--- src/rtl/generador_minas.sv ---
// Board generator for the 8x8 buscaminas game.
// On an `iniciar` pulse: clear the board, place `cantBombas` mines at cells picked by a
// free-running 16-bit Fibonacci LFSR, then compute every cell's 3x3 neighbour mine count.
// Optional feature macro: GENMINAS_EXCLUIR_EN (keeps the latched cell and its in-board
// neighbourhood free of mines; clamps the mine count to 55).
`timescale 1ns/1ps

module generador_minas #(
  parameter logic [15:0] LFSR_SEED = 16'hACE1
) (
  input  logic         clk,
  input  logic         rst,
  input  logic         iniciar,
  input  logic [5:0]   cantBombas,
  input  logic [2:0]   i_excluida,
  input  logic [2:0]   j_excluida,
  output logic [63:0]  minas,
  output logic [255:0] cuentas,
  output logic         ocupado,
  output logic         listo,
  output logic [2:0]   estado
);

  // An all-zero LFSR would lock up, so a zero seed is replaced.
  localparam logic [15:0] Semilla = (LFSR_SEED == 16'h0000) ? 16'h0001 : LFSR_SEED;

  typedef enum logic [2:0] {
    StIdle    = 3'd0,
    StLimpiar = 3'd1,
    StColocar = 3'd2,
    StContar  = 3'd3,
    StListo   = 3'd4
  } estado_e;

  estado_e        state_q, state_d;
  logic [15:0]    lfsr_q, lfsr_d;
  logic [5:0]     objetivo_q, objetivo_d;
  logic [5:0]     colocadas_q, colocadas_d;
  logic [5:0]     k_q, k_d;
  logic [63:0]    minas_q, minas_d;
  logic [255:0]   cuentas_q, cuentas_d;

  logic [5:0]     cand;
  logic [5:0]     objetivo_nuevo;
  logic           excluida;
  logic [3:0]     vecinos;

  assign cand = lfsr_q[5:0];

  function automatic logic en_tablero(input int r, input int c);
    return (r >= 0) && (r < 8) && (c >= 0) && (c < 8);
  endfunction

  function automatic logic [5:0] celda(input int r, input int c);
    return 6'(r * 8 + c);
  endfunction

`ifdef GENMINAS_EXCLUIR_EN
  logic [2:0] exc_i_q, exc_j_q;

  function automatic logic cerca(input logic [2:0] a, input logic [2:0] b);
    return (a >= b) ? ((a - b) <= 3'd1) : ((b - a) <= 3'd1);
  endfunction

  assign objetivo_nuevo = (cantBombas > 6'd55) ? 6'd55 : cantBombas;
  assign excluida       = cerca(cand[5:3], exc_i_q) && cerca(cand[2:0], exc_j_q);

  // Protected cell is captured together with the mine count at start.
  always_ff @(posedge clk or negedge rst) begin
    if (!rst) begin
      exc_i_q <= 3'd0;
      exc_j_q <= 3'd0;
    end else if (state_q == StIdle && iniciar) begin
      exc_i_q <= i_excluida;
      exc_j_q <= j_excluida;
    end
  end
`else
  logic unused_excl;
  assign unused_excl    = ^{i_excluida, j_excluida};
  assign objetivo_nuevo = cantBombas;
  assign excluida       = 1'b0;
`endif

  // Mines among the in-board neighbours of cell k (the cell itself is skipped).
  always_comb begin
    vecinos = 4'd0;
    for (int di = -1; di <= 1; di++) begin
      for (int dj = -1; dj <= 1; dj++) begin
        if ((di != 0 || dj != 0) &&
            en_tablero(int'(k_q[5:3]) + di, int'(k_q[2:0]) + dj)) begin
          vecinos = vecinos +
                    {3'b000, minas_q[celda(int'(k_q[5:3]) + di, int'(k_q[2:0]) + dj)]};
        end
      end
    end
  end

  // Next-state logic for the FSM, datapath registers and the LFSR.
  always_comb begin
    state_d     = state_q;
    lfsr_d      = {lfsr_q[14:0], lfsr_q[15] ^ lfsr_q[13] ^ lfsr_q[12] ^ lfsr_q[10]};
    objetivo_d  = objetivo_q;
    colocadas_d = colocadas_q;
    k_d         = k_q;
    minas_d     = minas_q;
    cuentas_d   = cuentas_q;
    unique case (state_q)
      StIdle: begin
        if (iniciar) begin
          objetivo_d = objetivo_nuevo;
          state_d    = StLimpiar;
        end
      end
      StLimpiar: begin
        minas_d     = 64'd0;
        cuentas_d   = 256'd0;
        colocadas_d = 6'd0;
        k_d         = 6'd0;
        state_d     = (objetivo_q == 6'd0) ? StContar : StColocar;
      end
      StColocar: begin
        if (!minas_q[cand] && !excluida) begin
          minas_d[cand] = 1'b1;
          colocadas_d   = colocadas_q + 6'd1;
          if (colocadas_q + 6'd1 == objetivo_q) begin
            state_d = StContar;
          end
        end
      end
      StContar: begin
        cuentas_d[{k_q, 2'b00} +: 4] = vecinos;
        k_d = k_q + 6'd1;
        if (k_q == 6'd63) begin
          state_d = StListo;
        end
      end
      StListo: begin
        state_d = StIdle;
      end
      default: begin
        state_d = StIdle;
      end
    endcase
  end

  // State and datapath registers; reset aborts any generation in progress.
  always_ff @(posedge clk or negedge rst) begin
    if (!rst) begin
      state_q     <= StIdle;
      lfsr_q      <= Semilla;
      objetivo_q  <= 6'd0;
      colocadas_q <= 6'd0;
      k_q         <= 6'd0;
      minas_q     <= 64'd0;
      cuentas_q   <= 256'd0;
    end else begin
      state_q     <= state_d;
      lfsr_q      <= lfsr_d;
      objetivo_q  <= objetivo_d;
      colocadas_q <= colocadas_d;
      k_q         <= k_d;
      minas_q     <= minas_d;
      cuentas_q   <= cuentas_d;
    end
  end

  assign minas   = minas_q;
  assign cuentas = cuentas_q;
  assign ocupado = (state_q != StIdle);
  assign listo   = (state_q == StListo);
  assign estado  = state_q;

endmodule

--- config.mk ---
export PLATFORM = sky130hd
export DESIGN_NAME = generador_minas
export DESIGN_NICKNAME = d
export VERILOG_FILES = /design/src/rtl/generador_minas.sv
export SDC_FILE = /design/constraint.sdc
export NUM_CORES = 1
export LEC_CHECK = 0
export BUFFER_PORTS_ARGS = -buffer_cell sky130_fd_sc_hd__buf_2
export CORE_MARGIN = 4
export CORE_UTILIZATION = 60
export DETAILED_ROUTE_END_ITERATION = 12
export PLACE_DENSITY = 0.86
export SYNTH_ARGS = -nofsm -noshare
export SYNTH_HDL_FRONTEND = slang
export SYNTH_SLANG_ARGS = --single-unit
export TNS_END_PERCENT = 50
--- constraint.sdc ---
create_clock -name clk -period 18.8 [get_ports clk]
set_input_delay 2.82 -clock clk [delete_from_list [all_inputs] [get_ports clk]]
set_output_delay 2.82 -clock clk [all_outputs]
set_load 0.1 [all_outputs]
==> reports/metrics.cfg <==
[finish]
area_delta_synth_final_pct = 17.5
finish.net_count = 1987
num-fill-cells = 2016
final_layout_size_suffix_gt1_share_pct = 25.9
seq_area_sq_mm = 0.00894
multi_input_comb_area_sq_mm = 0.00774
diodes = 0

[routing]
routed_wire_length_per_instance_um = 22.5
detailroute.via_count = 15200
detail_route.wirelength_um = 52700
drt_drc_violations_left = 0
total_iterations_of_the_first_detailed_routing_run = 7
final_antenna_net_count = 0
vias_per_cell = 6.48
drtIter0Drc = 1919

[clock_network]
clk_transition_reported_paths_ns = 0.06
cts.hold.buffers_added = 0
max-clock-path-buffers = 3
cts_buffers = 37
postCtsSetupBuffers = 0
ctsResizeCount = 0
cts_tree = done
total_number_of_clock_tree_sinks = 357
cell_chosen_for_the_clock_root = sky130_fd_sc_hd__clkbuf_16
clock_tree.htree_level_count = 2
insertion_delay_ns = 0.53

[worst_setup_path]
arrival_ns = 9.66
r2r-end = cuentas[197]
r2r_start = k_q[0]
cp-endpoint = cuentas[197]
endpoint_kind = flip-flop
worst-r2r-cell-count = 30
worst-endpoint-required_ns = 19.18
worst_setup_path_startpoint = k_q[0]
setup.worst_path.class = reg -> reg
cpMostUsedCell = sky130_fd_sc_hd__ha_1
critical_path_peak_fanout = 67
critPathLaunchType = flip-flop
critical_path_max_stage_delay_ns = 0.71
ff2ff_setup_slack_ns = 9.52
critical-path-slowest-cell = sky130_fd_sc_hd__buf_4

[sta]
top_achievable_clock_speed_mhz = 108
unrepaired_setup_endpoints_after_global_routing = no
finalHoldViolations = 0
final_min_period_over_clock_period_pct = 49.4
worst-slew-pin-transition_ns = 1.12
finalMaxSlewViolations = 0
setup_viol = 0
fin_skew_ns = 0.0151
period_needed_ns = 9.28
timing.max_slew.rel_slack_pct = 24.9
fin_tns_setup_ns = 0

[synth]
synthesis.area_sq_mm = 0.0173
synthFlopType = sky130_fd_sc_hd__dfrtp_1
syn_nets = 1716
yosysSeqAreaShare_pct = 51.8
synth_edf_count = 0
synth.area.mux_share_pct = 10.9
synth.ff_latch_count = 357
synth_cells = 1671
post_synth_fa_ha_maj_area_fraction_pct = 2.30
synth_xor_xnor_area_share_pct = 2.07
netlist_top_cells_count = 349 x sky130_fd_sc_hd__dfrtp_1, 275 x sky130_fd_sc_hd__nand3_1, 239 x sky130_fd_sc_hd__o21ai_0
yosys_warnings = 0
synthDominantCellAreaShare_pct = 50.6
synth_compound_area_share_pct = 13.5
yosys.area_share.simple_pct = 15.8
syn-mean-instance-area_sq_um = 10.3
synthArstFlopShare_pct = 100
synth.area.top_cells = sky130_fd_sc_hd__dfrtp_1 51%, sky130_fd_sc_hd__nand3_1 8.0%, sky130_fd_sc_hd__o21ai_0 6.9%
dominant_cell_by_count_in_the_synthesized_netlist = sky130_fd_sc_hd__dfrtp_1
synthDistinctLibCells = 73
netlist.top_cell.by_area = sky130_fd_sc_hd__dfrtp_1
largest_family_of_logic_cells_by_synthesized_area = simple AND/OR/NAND/NOR gates

[global_routing]
maximum_number_of_pins_on_one_net_before_global_route_repair = 252
grt_pass1_wl_um = 82800
gr-usage-all-layers_pct = 33.0
globalRouteOverflowTotal = 0
antenna_found_initial = 0
first_global_vias = 14700

[die]
chipHeight_um = 178
initial_utilization_pct = 61.5
floorplan.die.width_um = 178
coreArea_sq_mm = 0.0281
boundaryPins = 340
die-area_sq_mm = 0.0316
rows = 61

[place]
place.detailed.hpwl_um = 35500
gp_routability_congestion = 0.953
io_buffer_count = 333

[min_path]
hold_path.class = reg -> reg

[power]
post-layout-total-power_mw = 3.06
total_leakage_power_nw = 9.73
ir_drop_uv = 118
p_per_area_mw_per_mm2 = 151

[run_status]
status = finished, final reports clean

[flow_run]
maxCapViolCount = 0

routing by layer:
metal	global-route usage [%]	share of wire, %	vias up
li1	-	-	6607
met1	45.0	38	7417
met2	52.2	47	1011
met3	7.80	11	165
met4	12.3	3.9	0
met5	0	0	-
state kept, by name, indices dropped and copies added, names as in the netlist:
register and count:
minas 64, k_q 6, lfsr_q 16, colocadas_q 6, cuentas 256, estado 3
objetivo_q 6
worst max-delay path: cells and delay by family (launching register included):
| kind | cells | cell delay [ns] |
|---|---|---|
| simple gates | 7 | 0.75 |
| mux | 4 | 1.89 |
| flops | 1 | 0.34 |
| fa+ha+maj | 10 | 3.29 |
| buf+inv | 3 | 1.50 |
| compound gates | 6 | 1.29 |
metrics by stage:
step                setup WS, ns  instances  area, sq um  util, %  hold slack (ns)
floorplan                  11.19       1671        17300        -            0.331
global placement            9.85       2281        19100     68.0            0.333
detailed placement          9.64       2281        19100     68.0            0.343
CTS                         9.57       2345        20300     72.2            0.357
global route                8.71       2345        20300     72.2            0.357
finish                      9.52       2345        20300     72.2            0.347
layout make-up:
| cell class | count | area share, % |
|---|---|---|
| well taps | 378 | 2.33 |
| multi-input cells | 1169 | 38.2 |
| clock buffers | 54 | 5.38 |
| repair buffers | 348 | 8.95 |
| clock inverters | 10 | 0.518 |
| inverters | 29 | 0.537 |
| flip-flops and latches | 357 | 44.1 |
logic make-up after synthesis:
kind of cell	count (synthesis)
fa+ha+maj	30
xor+xnor	37
compound gates	398
flops	357
buf+inv	145
simple gates	571
mux	133
worst min-delay path by stage:
stage	from	end	slack (ns)	cells past startpoint
after floorplan	lfsr_q[8]	lfsr_q[9]	0.33	0
after global placement	lfsr_q[8]	lfsr_q[9]	0.33	0
after detailed placement	lfsr_q[9]	lfsr_q[10]	0.34	0
after CTS	lfsr_q[6]	lfsr_q[7]	0.36	0
after global routing	lfsr_q[6]	lfsr_q[7]	0.36	0
final	lfsr_q[14]	lfsr_q[15]	0.35	0
cell usage in the layout (no fill, tap or decap), types with 4 or more instances in the layout:
master	netlist	routed
sky130_fd_sc_hd__o21ai_0	239	239
sky130_fd_sc_hd__a221oi_1	4	4
sky130_fd_sc_hd__and3_1	11	11
sky130_fd_sc_hd__a21oi_1	16	15
sky130_fd_sc_hd__o22ai_1	7	7
sky130_fd_sc_hd__nand2b_1	9	8
sky130_fd_sc_hd__dfrtp_1	349	348
sky130_fd_sc_hd__ha_1	27	27
sky130_fd_sc_hd__inv_1	28	28
sky130_fd_sc_hd__nand3_1	275	275
sky130_fd_sc_hd__clkbuf_1	75	8
sky130_fd_sc_hd__nor3_1	12	11
sky130_fd_sc_hd__a32o_1	6	6
sky130_fd_sc_hd__or2_2	5	5
sky130_fd_sc_hd__nand2_1	177	177
sky130_fd_sc_hd__o41ai_1	9	9
sky130_fd_sc_hd__xor2_1	12	12
sky130_fd_sc_hd__clkbuf_16	0	38
sky130_fd_sc_hd__mux4_2	42	42
sky130_fd_sc_hd__nor2_1	39	39
sky130_fd_sc_hd__mux2i_1	70	69
sky130_fd_sc_hd__and2_1	6	6
sky130_fd_sc_hd__buf_2	20	332
sky130_fd_sc_hd__o31ai_1	24	24
sky130_fd_sc_hd__clkbuf_8	0	8
sky130_fd_sc_hd__mux2_2	19	19
sky130_fd_sc_hd__a22o_1	7	7
sky130_fd_sc_hd__dfstp_2	8	8
sky130_fd_sc_hd__buf_4	4	13
sky130_fd_sc_hd__o21ai_1	39	39
sky130_fd_sc_hd__clkinv_2	0	6
sky130_fd_sc_hd__xnor2_1	23	21
sky130_fd_sc_hd__o21ai_2	10	10
sky130_fd_sc_hd__or3_1	12	12
sky130_fd_sc_hd__o211ai_1	9	9
power breakdown:
part           total, mW  switching [mW]  internal [mW]
Combinational       1.41            1.13          0.284
Sequential         0.925          0.0751          0.850
Clock              0.727           0.308          0.419
Total               3.06            1.51           1.55
Power figures use the tool's default switching activity.
